<file path="config.mk">
export PLATFORM = sky130hd
export DESIGN_NAME = dmem_port_arbiter_flat
export DESIGN_NICKNAME = d
export VERILOG_FILES = /design/src/rtl/dmem_port_arbiter_if.sv /design/src/rtl/dmem_port_arbiter.sv /design/src/flat_wrapper.sv
export SDC_FILE = /design/constraint.sdc
export NUM_CORES = 1
export LEC_CHECK = 0
export BUFFER_PORTS_ARGS = -buffer_cell sky130_fd_sc_hd__buf_2
export CAP_MARGIN = 10
export CORE_MARGIN = 5
export CORE_UTILIZATION = 40
export CTS_BUF_LIST = sky130_fd_sc_hd__clkbuf_2 sky130_fd_sc_hd__clkbuf_4 sky130_fd_sc_hd__clkbuf_8
export CTS_CLUSTER_SIZE = 14
export DETAILED_ROUTE_END_ITERATION = 16
export PLACE_DENSITY = 0.85
export REMOVE_ABC_BUFFERS = 1
export SETUP_SLACK_MARGIN = 0.2
export SYNTH_ARGS = -nofsm -noshare
export SYNTH_HDL_FRONTEND = slang
export SYNTH_SLANG_ARGS = --single-unit
</file>
<file path="constraint.sdc">
create_clock -name clock -period 4.08 [get_ports clock]
set_input_delay 0.816 -clock clock [delete_from_list [all_inputs] [get_ports clock]]
set_output_delay 0.816 -clock clock [all_outputs]
set_load 0.02 [all_outputs]
</file>
<file path="src/rtl/dmem_port_arbiter_if.sv">
// Signal bundle linking the processor load/store stage, the debug/loader
// requester and the single-port dmem through the port arbiter.
interface dmem_port_arbiter_if #(
  parameter int ADDR_W = 12,
  parameter int DATA_W = 32
);
  logic              cpu_en;
  logic              cpu_wren;
  logic [ADDR_W-1:0] cpu_addr;
  logic [DATA_W-1:0] cpu_d;
  logic [DATA_W-1:0] cpu_q;
  logic              cpu_stall;

  logic              dbg_req;
  logic              dbg_wren;
  logic [ADDR_W-1:0] dbg_addr;
  logic [DATA_W-1:0] dbg_d;
  logic              dbg_gnt;
  logic              dbg_rvalid;
  logic [DATA_W-1:0] dbg_q;

  logic [ADDR_W-1:0] address_dmem;
  logic [DATA_W-1:0] data;
  logic              wren;
  logic [DATA_W-1:0] q_dmem;

  // Arbiter side.
  modport slave (
    input  cpu_en, cpu_wren, cpu_addr, cpu_d,
    input  dbg_req, dbg_wren, dbg_addr, dbg_d,
    input  q_dmem,
    output cpu_q, cpu_stall,
    output dbg_gnt, dbg_rvalid, dbg_q,
    output address_dmem, data, wren
  );

  // Requesters and memory side.
  modport master (
    output cpu_en, cpu_wren, cpu_addr, cpu_d,
    output dbg_req, dbg_wren, dbg_addr, dbg_d,
    output q_dmem,
    input  cpu_q, cpu_stall,
    input  dbg_gnt, dbg_rvalid, dbg_q,
    input  address_dmem, data, wren
  );
endinterface

</file>
<file path="src/rtl/dmem_port_arbiter.sv">
// Shares the single-port dmem between the processor (fixed priority) and a
// debug/loader port served in idle slots, with a one-cycle forced slot on starvation.
module dmem_port_arbiter #(
  parameter int ADDR_W       = 12,
  parameter int DATA_W       = 32,
  parameter int STARVE_LIMIT = 16,
  parameter int READ_LAT     = 1
) (
  input  logic                clock,
  input  logic                reset,
  dmem_port_arbiter_if.slave  bus
);

  typedef enum logic [1:0] {
    S_IDLE  = 2'd0,
    S_WAIT  = 2'd1,
    S_FORCE = 2'd2
  } state_t;

  localparam logic [7:0] LIMIT_M1 = 8'(STARVE_LIMIT - 1);

  state_t              r_state;
  state_t              w_state_next;
  logic [7:0]          r_cnt;
  logic [READ_LAT-1:0] r_vld;
  logic                r_dbg_rvalid;
  logic [DATA_W-1:0]   r_dbg_q;

  logic                w_denied;
  logic                w_dbg_own;
  logic                w_stall;
  logic [ADDR_W-1:0]   w_addr_mux;

  // A denied cycle: debug is asking but the processor keeps the port.
  assign w_denied = bus.dbg_req & bus.cpu_en & (r_state != S_FORCE);

  always_ff @(posedge clock or posedge reset) begin
    if (reset) r_state <= S_IDLE;
    else       r_state <= w_state_next;
  end

  always_comb begin
    w_state_next = r_state;
    case (r_state)
      S_IDLE, S_WAIT: begin
        if (w_denied) w_state_next = (r_cnt >= LIMIT_M1) ? S_FORCE : S_WAIT;
        else          w_state_next = S_IDLE;
      end
      S_FORCE: w_state_next = S_IDLE;
      default: w_state_next = S_IDLE;
    endcase
  end

  // Ownership is gated by reset so every output sits at its reset value while reset is high.
  always_comb begin
    w_dbg_own = 1'b0;
    w_stall   = 1'b0;
    case (r_state)
      S_FORCE: begin
        w_dbg_own = ~reset;
        w_stall   = ~reset;
      end
      default: w_dbg_own = ~reset & bus.dbg_req & ~bus.cpu_en;
    endcase
  end

  always_ff @(posedge clock or posedge reset) begin
    if (reset) begin
      r_cnt <= '0;
    end else if (w_denied) begin
      if (r_cnt != 8'hFF) r_cnt <= r_cnt + 8'd1;
    end else begin
      r_cnt <= '0;
    end
  end

  assign w_addr_mux       = w_dbg_own ? bus.dbg_addr : bus.cpu_addr;
  assign bus.address_dmem = w_addr_mux;
  assign bus.data         = w_dbg_own ? bus.dbg_d : bus.cpu_d;
  assign bus.wren         = w_dbg_own ? bus.dbg_wren : (bus.cpu_en & bus.cpu_wren);

  // Debug read tracking: the valid bit travels alongside the dmem read pipeline.
  always_ff @(posedge clock or posedge reset) begin
    if (reset) begin
      r_vld <= '0;
    end else begin
      r_vld[0] <= w_dbg_own & ~bus.dbg_wren;
      for (int i = 1; i < READ_LAT; i++) r_vld[i] <= r_vld[i-1];
    end
  end

  always_ff @(posedge clock or posedge reset) begin
    if (reset) begin
      r_dbg_rvalid <= 1'b0;
      r_dbg_q      <= '0;
    end else begin
      r_dbg_rvalid <= r_vld[READ_LAT-1];
      if (r_vld[READ_LAT-1]) r_dbg_q <= bus.q_dmem;
    end
  end

  assign bus.cpu_q      = bus.q_dmem;
  assign bus.cpu_stall  = w_stall;
  assign bus.dbg_gnt    = w_dbg_own;
  assign bus.dbg_rvalid = r_dbg_rvalid;
  assign bus.dbg_q      = r_dbg_q;

endmodule

</file>
<file path="src/flat_wrapper.sv">
// flat-port wrapper written by rule: the top's interface ports become plain ports
module dmem_port_arbiter_flat 
#(
  parameter int ADDR_W       = 12,
  parameter int DATA_W       = 32,
  parameter int STARVE_LIMIT = 16,
  parameter int READ_LAT     = 1
)
  (clock, reset, bus_cpu_en, bus_cpu_wren, bus_cpu_addr, bus_cpu_d, bus_dbg_req, bus_dbg_wren, bus_dbg_addr, bus_dbg_d, bus_q_dmem, bus_cpu_q, bus_cpu_stall, bus_dbg_gnt, bus_dbg_rvalid, bus_dbg_q, bus_address_dmem, bus_data, bus_wren);
  dmem_port_arbiter_if #(.ADDR_W(ADDR_W), .DATA_W(DATA_W)) bus_i ();
  input  logic clock;
  input  logic reset;
  input wire logic [$bits(bus_i.cpu_en)-1:0] bus_cpu_en;
  input wire logic [$bits(bus_i.cpu_wren)-1:0] bus_cpu_wren;
  input wire logic [$bits(bus_i.cpu_addr)-1:0] bus_cpu_addr;
  input wire logic [$bits(bus_i.cpu_d)-1:0] bus_cpu_d;
  input wire logic [$bits(bus_i.dbg_req)-1:0] bus_dbg_req;
  input wire logic [$bits(bus_i.dbg_wren)-1:0] bus_dbg_wren;
  input wire logic [$bits(bus_i.dbg_addr)-1:0] bus_dbg_addr;
  input wire logic [$bits(bus_i.dbg_d)-1:0] bus_dbg_d;
  input wire logic [$bits(bus_i.q_dmem)-1:0] bus_q_dmem;
  output wire logic [$bits(bus_i.cpu_q)-1:0] bus_cpu_q;
  output wire logic [$bits(bus_i.cpu_stall)-1:0] bus_cpu_stall;
  output wire logic [$bits(bus_i.dbg_gnt)-1:0] bus_dbg_gnt;
  output wire logic [$bits(bus_i.dbg_rvalid)-1:0] bus_dbg_rvalid;
  output wire logic [$bits(bus_i.dbg_q)-1:0] bus_dbg_q;
  output wire logic [$bits(bus_i.address_dmem)-1:0] bus_address_dmem;
  output wire logic [$bits(bus_i.data)-1:0] bus_data;
  output wire logic [$bits(bus_i.wren)-1:0] bus_wren;
  assign bus_i.cpu_en = bus_cpu_en;
  assign bus_i.cpu_wren = bus_cpu_wren;
  assign bus_i.cpu_addr = bus_cpu_addr;
  assign bus_i.cpu_d = bus_cpu_d;
  assign bus_i.dbg_req = bus_dbg_req;
  assign bus_i.dbg_wren = bus_dbg_wren;
  assign bus_i.dbg_addr = bus_dbg_addr;
  assign bus_i.dbg_d = bus_dbg_d;
  assign bus_i.q_dmem = bus_q_dmem;
  assign bus_cpu_q = bus_i.cpu_q;
  assign bus_cpu_stall = bus_i.cpu_stall;
  assign bus_dbg_gnt = bus_i.dbg_gnt;
  assign bus_dbg_rvalid = bus_i.dbg_rvalid;
  assign bus_dbg_q = bus_i.dbg_q;
  assign bus_address_dmem = bus_i.address_dmem;
  assign bus_data = bus_i.data;
  assign bus_wren = bus_i.wren;
  dmem_port_arbiter #(.ADDR_W(ADDR_W), .DATA_W(DATA_W), .STARVE_LIMIT(STARVE_LIMIT), .READ_LAT(READ_LAT)) u_core (.clock(clock), .reset(reset), .bus(bus_i));
endmodule
</file>
==> metrics.txt <==
# TYPE chip_impl_metric gauge
chip_impl_metric{name="totalNegativeSetupSlack",unit="ns"} 0
chip_impl_metric{name="drcViolationCount",unit=""} 0
chip_impl_metric{name="cts_inserted_buffers",unit=""} 5
chip_impl_metric{name="ys_ff_latch",unit=""} 44
chip_impl_metric{name="route.detailed.vias_per_inst",unit=""} 4.91
chip_impl_metric{name="largest_net_degree_at_the_start_of_global_routing",unit=""} 48
chip_impl_metric{name="synth.yosys.warnings",unit=""} 0
chip_impl_metric{name="layout-drive-gt1-share",unit="%"} 76.9
chip_impl_metric{name="synth-xor-area-share",unit="%"} 0
chip_impl_metric{name="clkSinkCount",unit=""} 44
chip_impl_metric{name="timing.final.setup_violations",unit=""} 0
chip_impl_metric{name="power.net_switching",unit="W"} 0.000454
chip_impl_metric{name="die_height",unit="um"} 91.5
chip_impl_metric{name="gate_count_of_the_mapped_netlist",unit=""} 206
chip_impl_metric{name="drt_pre_antenna_iters",unit=""} 4
chip_impl_metric{name="die_w",unit="um"} 91.5
chip_impl_metric{name="power_density",unit="nW/um2"} 362
chip_impl_metric{name="antenna_violations_before_repair",unit=""} 0
chip_impl_metric{name="drt-wirelength-per-cell",unit="um"} 16.4
chip_impl_metric{name="synth_compound_area_share",unit="%"} 3.77
chip_impl_metric{name="routabilityCongestion",unit=""} 0.824
chip_impl_metric{name="hold_viol",unit=""} 0
chip_impl_metric{name="cts-root-to-sink-buffers",unit=""} 2
chip_impl_metric{name="design.die.area",unit="um2"} 8370
chip_impl_metric{name="power.internal",unit="W"} 0.000906
chip_impl_metric{name="ff2ff_setup_slack",unit="ns"} 2.36
chip_impl_metric{name="worst_ir_drop_vdd",unit="V"} 0.000130
chip_impl_info{name="r2r_start",value="u_core.r_vld"} 1
chip_impl_metric{name="static-leakage-power",unit="nW"} 2.01
chip_impl_info{name="rsz0062_at_grt",value="false"} 1
chip_impl_metric{name="whs_path_depth",unit=""} 1
chip_impl_metric{name="clockPowerShare",unit="%"} 24.5
chip_impl_info{name="min_path_type",value="flop to flop"} 1
chip_impl_metric{name="seq_power_share",unit="%"} 39.8
chip_impl_metric{name="worst_ep_required_time",unit="ns"} 3.26
chip_impl_metric{name="worst_skew_pair.late_latency",unit="ns"} 0.29
chip_impl_metric{name="synth_mux_area_share",unit="%"} 36.4
chip_impl_metric{name="initial_utilization",unit="%"} 41.4
chip_impl_metric{name="synthSimpleGateAreaFrac",unit="%"} 5.56
chip_impl_metric{name="max_slew_margin",unit="%"} 17.7
chip_impl_info{name="clock_tree.root_cell",value="sky130_fd_sc_hd__clkbuf_8"} 1
chip_impl_metric{name="dr_total_vias",unit=""} 2401
chip_impl_metric{name="timing.clock.skew",unit="ns"} 0.00641
chip_impl_metric{name="worst-endpoint-arrival",unit="ns"} 2.43
chip_impl_info{name="hold-path-endpoint",value="u_core.r_state[1]"} 1
chip_impl_metric{name="overflow",unit=""} 0
chip_impl_info{name="cts_tree",value="done"} 1
chip_impl_metric{name="floorplan.rows",unit=""} 29
chip_impl_metric{name="path_clk_slew",unit="ns"} 0.09
chip_impl_metric{name="coreArea",unit="um2"} 6420
chip_impl_metric{name="switching_share_of_power",unit="%"} 33.4
chip_impl_info{name="worst-setup-path-type",value="primary input to output port"} 1
chip_impl_metric{name="worst_pin_slew",unit="ns"} 1.23
chip_impl_metric{name="r2r_cells",unit=""} 1
chip_impl_info{name="start_kind",value="primary input"} 1
chip_impl_info{name="synth_top_family_by_area",value="multiplexers"} 1
chip_impl_metric{name="critical_path_peak_fanout",unit=""} 47
chip_impl_metric{name="place.port_buffers",unit=""} 237
chip_impl_metric{name="drt_first_iter_violations",unit=""} 34
chip_impl_metric{name="final_min_period_over_clock_period",unit="%"} 79.7
chip_impl_metric{name="final_nets",unit=""} 538
chip_impl_metric{name="layout_min_cycle_time",unit="ns"} 3.25
chip_impl_metric{name="postCtsSetupRepairBufs",unit=""} 0
chip_impl_info{name="hold_path_startpoint",value="u_core.r_state[1]"} 1
chip_impl_metric{name="ant_nets",unit=""} 0
chip_impl_metric{name="detailedPlacementHpwl",unit="um"} 6880
chip_impl_info{name="run_status",value="finished, final reports clean"} 1
chip_impl_metric{name="cts_resizes",unit=""} 0
chip_impl_metric{name="report.final.slew_viol_count",unit=""} 0
chip_impl_metric{name="design.portCount",unit=""} 238
chip_impl_metric{name="synthesis.area",unit="um2"} 2660
chip_impl_info{name="worst_r2r_endpoint",value="u_core.bus.dbg_q[4]"} 1
chip_impl_metric{name="synth_cell_type_count",unit=""} 33
chip_impl_metric{name="post_synth_fa_ha_maj_area_fraction",unit="%"} 0.471
chip_impl_metric{name="grt_first_pass_wirelength",unit="um"} 12300
chip_impl_metric{name="max_clock_freq",unit="MHz"} 308
chip_impl_metric{name="global_route.usage.total",unit="%"} 18.0
chip_impl_metric{name="drv_cap",unit=""} 0
chip_impl_metric{name="antenna-diode-count",unit=""} 0
chip_impl_metric{name="fillerInstances",unit=""} 559
chip_impl_metric{name="syn_to_final_growth",unit="%"} 41.5
chip_impl_metric{name="postCtsHoldBufs",unit=""} 0
chip_impl_metric{name="drt_wl_total",unit="um"} 8000
chip_impl_metric{name="synth_area_per_cell",unit="um2"} 12.9
chip_impl_metric{name="power",unit="W"} 0.00136
chip_impl_metric{name="seq_area_frac_synth",unit="%"} 41.5
chip_impl_metric{name="count_of_h_tree_levels_built_during_cts",unit=""} 2
chip_impl_metric{name="power_frac_comb",unit="%"} 35.7
chip_impl_info{name="cp-end-kind",value="output port"} 1
chip_impl_metric{name="via_count_of_the_first_global_routing_pass",unit=""} 2552
==> per-layer routing <==
| metal | GRT usage (%) | wire length, um |
|---|---|---|
| met5 | 0 | 0 |
| met1 | 18.1 | 2690 |
| met4 | 6.78 | 188 |
| met3 | 4.55 | 728 |
| met2 | 35.2 | 4380 |
==> power by group through the flow <==
stage / combinational (W) / clock, W / sequential, W
after floorplan: 0.000169 / 0 / 0.000641
after global placement: 0.000482 / 0 / 0.000547
after detailed placement: 0.000492 / 0 / 0.000551
after CTS: 0.000493 / 0.000350 / 0.000542
after global routing: 0.000517 / 0.000363 / 0.000551
final: 0.000485 / 0.000333 / 0.000541
==> critical path, cell delays in order <==
cell and delay (ns):
sky130_fd_sc_hd__buf_2 0.13, sky130_fd_sc_hd__nand2b_1 0.18, sky130_fd_sc_hd__a21oi_4 0.14, sky130_fd_sc_hd__buf_4 0.56, sky130_fd_sc_hd__mux2_2 0.42, sky130_fd_sc_hd__buf_2 0.16
==> synthesized netlist by cell type <==
| library cell | instances | area share [%] |
|---|---|---|
| sky130_fd_sc_hd__buf_2 | 4 | 0.75 |
| sky130_fd_sc_hd__and3_1 | 1 | 0.24 |
| sky130_fd_sc_hd__o2111ai_1 | 1 | 0.33 |
| sky130_fd_sc_hd__or4_1 | 1 | 0.28 |
| sky130_fd_sc_hd__or3_1 | 1 | 0.24 |
| sky130_fd_sc_hd__nand2b_1 | 2 | 0.47 |
| sky130_fd_sc_hd__buf_6 | 2 | 0.85 |
| sky130_fd_sc_hd__buf_4 | 32 | 9.0 |
| sky130_fd_sc_hd__a31o_2 | 1 | 0.33 |
| sky130_fd_sc_hd__mux2_1 | 8 | 3.4 |
| sky130_fd_sc_hd__a211oi_1 | 3 | 0.85 |
| sky130_fd_sc_hd__and2_1 | 1 | 0.24 |
| sky130_fd_sc_hd__nor2_1 | 1 | 0.14 |
| sky130_fd_sc_hd__mux2i_1 | 1 | 0.38 |
| sky130_fd_sc_hd__nand4_1 | 2 | 0.47 |
| sky130_fd_sc_hd__a31oi_1 | 2 | 0.47 |
| sky130_fd_sc_hd__clkbuf_1 | 1 | 0.14 |
| sky130_fd_sc_hd__inv_1 | 3 | 0.42 |
| sky130_fd_sc_hd__a21oi_2 | 1 | 0.33 |
| sky130_fd_sc_hd__mux2_4 | 27 | 15 |
| sky130_fd_sc_hd__buf_8 | 2 | 1.1 |
| sky130_fd_sc_hd__a21oi_1 | 4 | 0.75 |
| sky130_fd_sc_hd__dfrtp_1 | 44 | 41 |
| sky130_fd_sc_hd__a41oi_1 | 1 | 0.33 |
| sky130_fd_sc_hd__nor3b_1 | 3 | 0.85 |
| sky130_fd_sc_hd__and4_1 | 2 | 0.66 |
| sky130_fd_sc_hd__nand2_1 | 3 | 0.42 |
| sky130_fd_sc_hd__or2_1 | 1 | 0.24 |
| sky130_fd_sc_hd__o21ai_0 | 2 | 0.38 |
| sky130_fd_sc_hd__mux2_2 | 41 | 17 |
| sky130_fd_sc_hd__nor3_1 | 4 | 0.75 |
| sky130_fd_sc_hd__ha_1 | 1 | 0.47 |
| sky130_fd_sc_hd__nand3_1 | 3 | 0.57 |
==> placed cells by master, fill, tap and decap left out, types with 3 or more instances in the layout <==
cell / n
sky130_fd_sc_hd__mux2_4: 27
sky130_fd_sc_hd__nand3_1: 3
sky130_fd_sc_hd__dfrtp_1: 44
sky130_fd_sc_hd__a21oi_1: 4
sky130_fd_sc_hd__buf_2: 237
sky130_fd_sc_hd__nand2_1: 3
sky130_fd_sc_hd__nor3_1: 4
sky130_fd_sc_hd__mux2_1: 8
sky130_fd_sc_hd__mux2_2: 41
sky130_fd_sc_hd__nor3b_1: 3
sky130_fd_sc_hd__clkbuf_8: 5
sky130_fd_sc_hd__a211oi_1: 3
==> worst max-delay path by stage <==
stage,startpoint,endpoint,slack (ns),depth (start not counted)
after CTS,bus_cpu_en,bus_data[10],0.81,6
after floorplan,bus_cpu_en,bus_wren,-0.13,3
final,bus_cpu_en,bus_data[10],0.83,6
after global placement,bus_cpu_en,bus_data[5],0.88,6
after global routing,bus_cpu_en,bus_data[5],0.74,6
after detailed placement,bus_cpu_en,bus_data[10],0.81,6
==> sequential cells by signal, summed over array words and instances, names as in the netlist <==
signal                 flops
u_core.r_cnt               8
u_core.r_state             2
u_core.bus.dbg_rvalid      1
u_core.r_vld               1
u_core.bus.dbg_q          32
==> logic make-up after synthesis <==
| logic type | after synthesis |
|---|---|
| mux | 77 |
| buf+inv | 44 |
| flops | 44 |
| simple gates | 25 |
| compound gates | 15 |
| fa+ha+maj | 1 |
==> stage by stage <==
step | utilization, % | hold WS (ns) | setup slack, ns | cell area (um2) | std cells
final | 58.5 | 0.476 | 0.830 | 3760 | 489
after global routing | 58.5 | 0.483 | 0.744 | 3760 | 489
after CTS | 58.5 | 0.471 | 0.809 | 3760 | 489
after detailed placement | 56.8 | 0.458 | 0.813 | 3640 | 481
after global placement | 56.8 | 0.442 | 0.880 | 3640 | 481
after floorplan | - | 0.431 | -0.125 | 2340 | 165
==> final cells by class <==
type | instances | area [um2] | share of cell area, %
Multi-Input combinational cell | 118 | 1230 | 32.8
Timing Repair Buffer | 239 | 1200 | 31.9
Sequential cell | 44 | 1100 | 29.3
Tap cell | 77 | 96.3 | 2.56
Clock buffer | 5 | 68.8 | 1.83
Clock inverter | 3 | 46.3 | 1.23
Inverter | 3 | 11.3 | 0.300
Power figures use the tool's default switching activity.
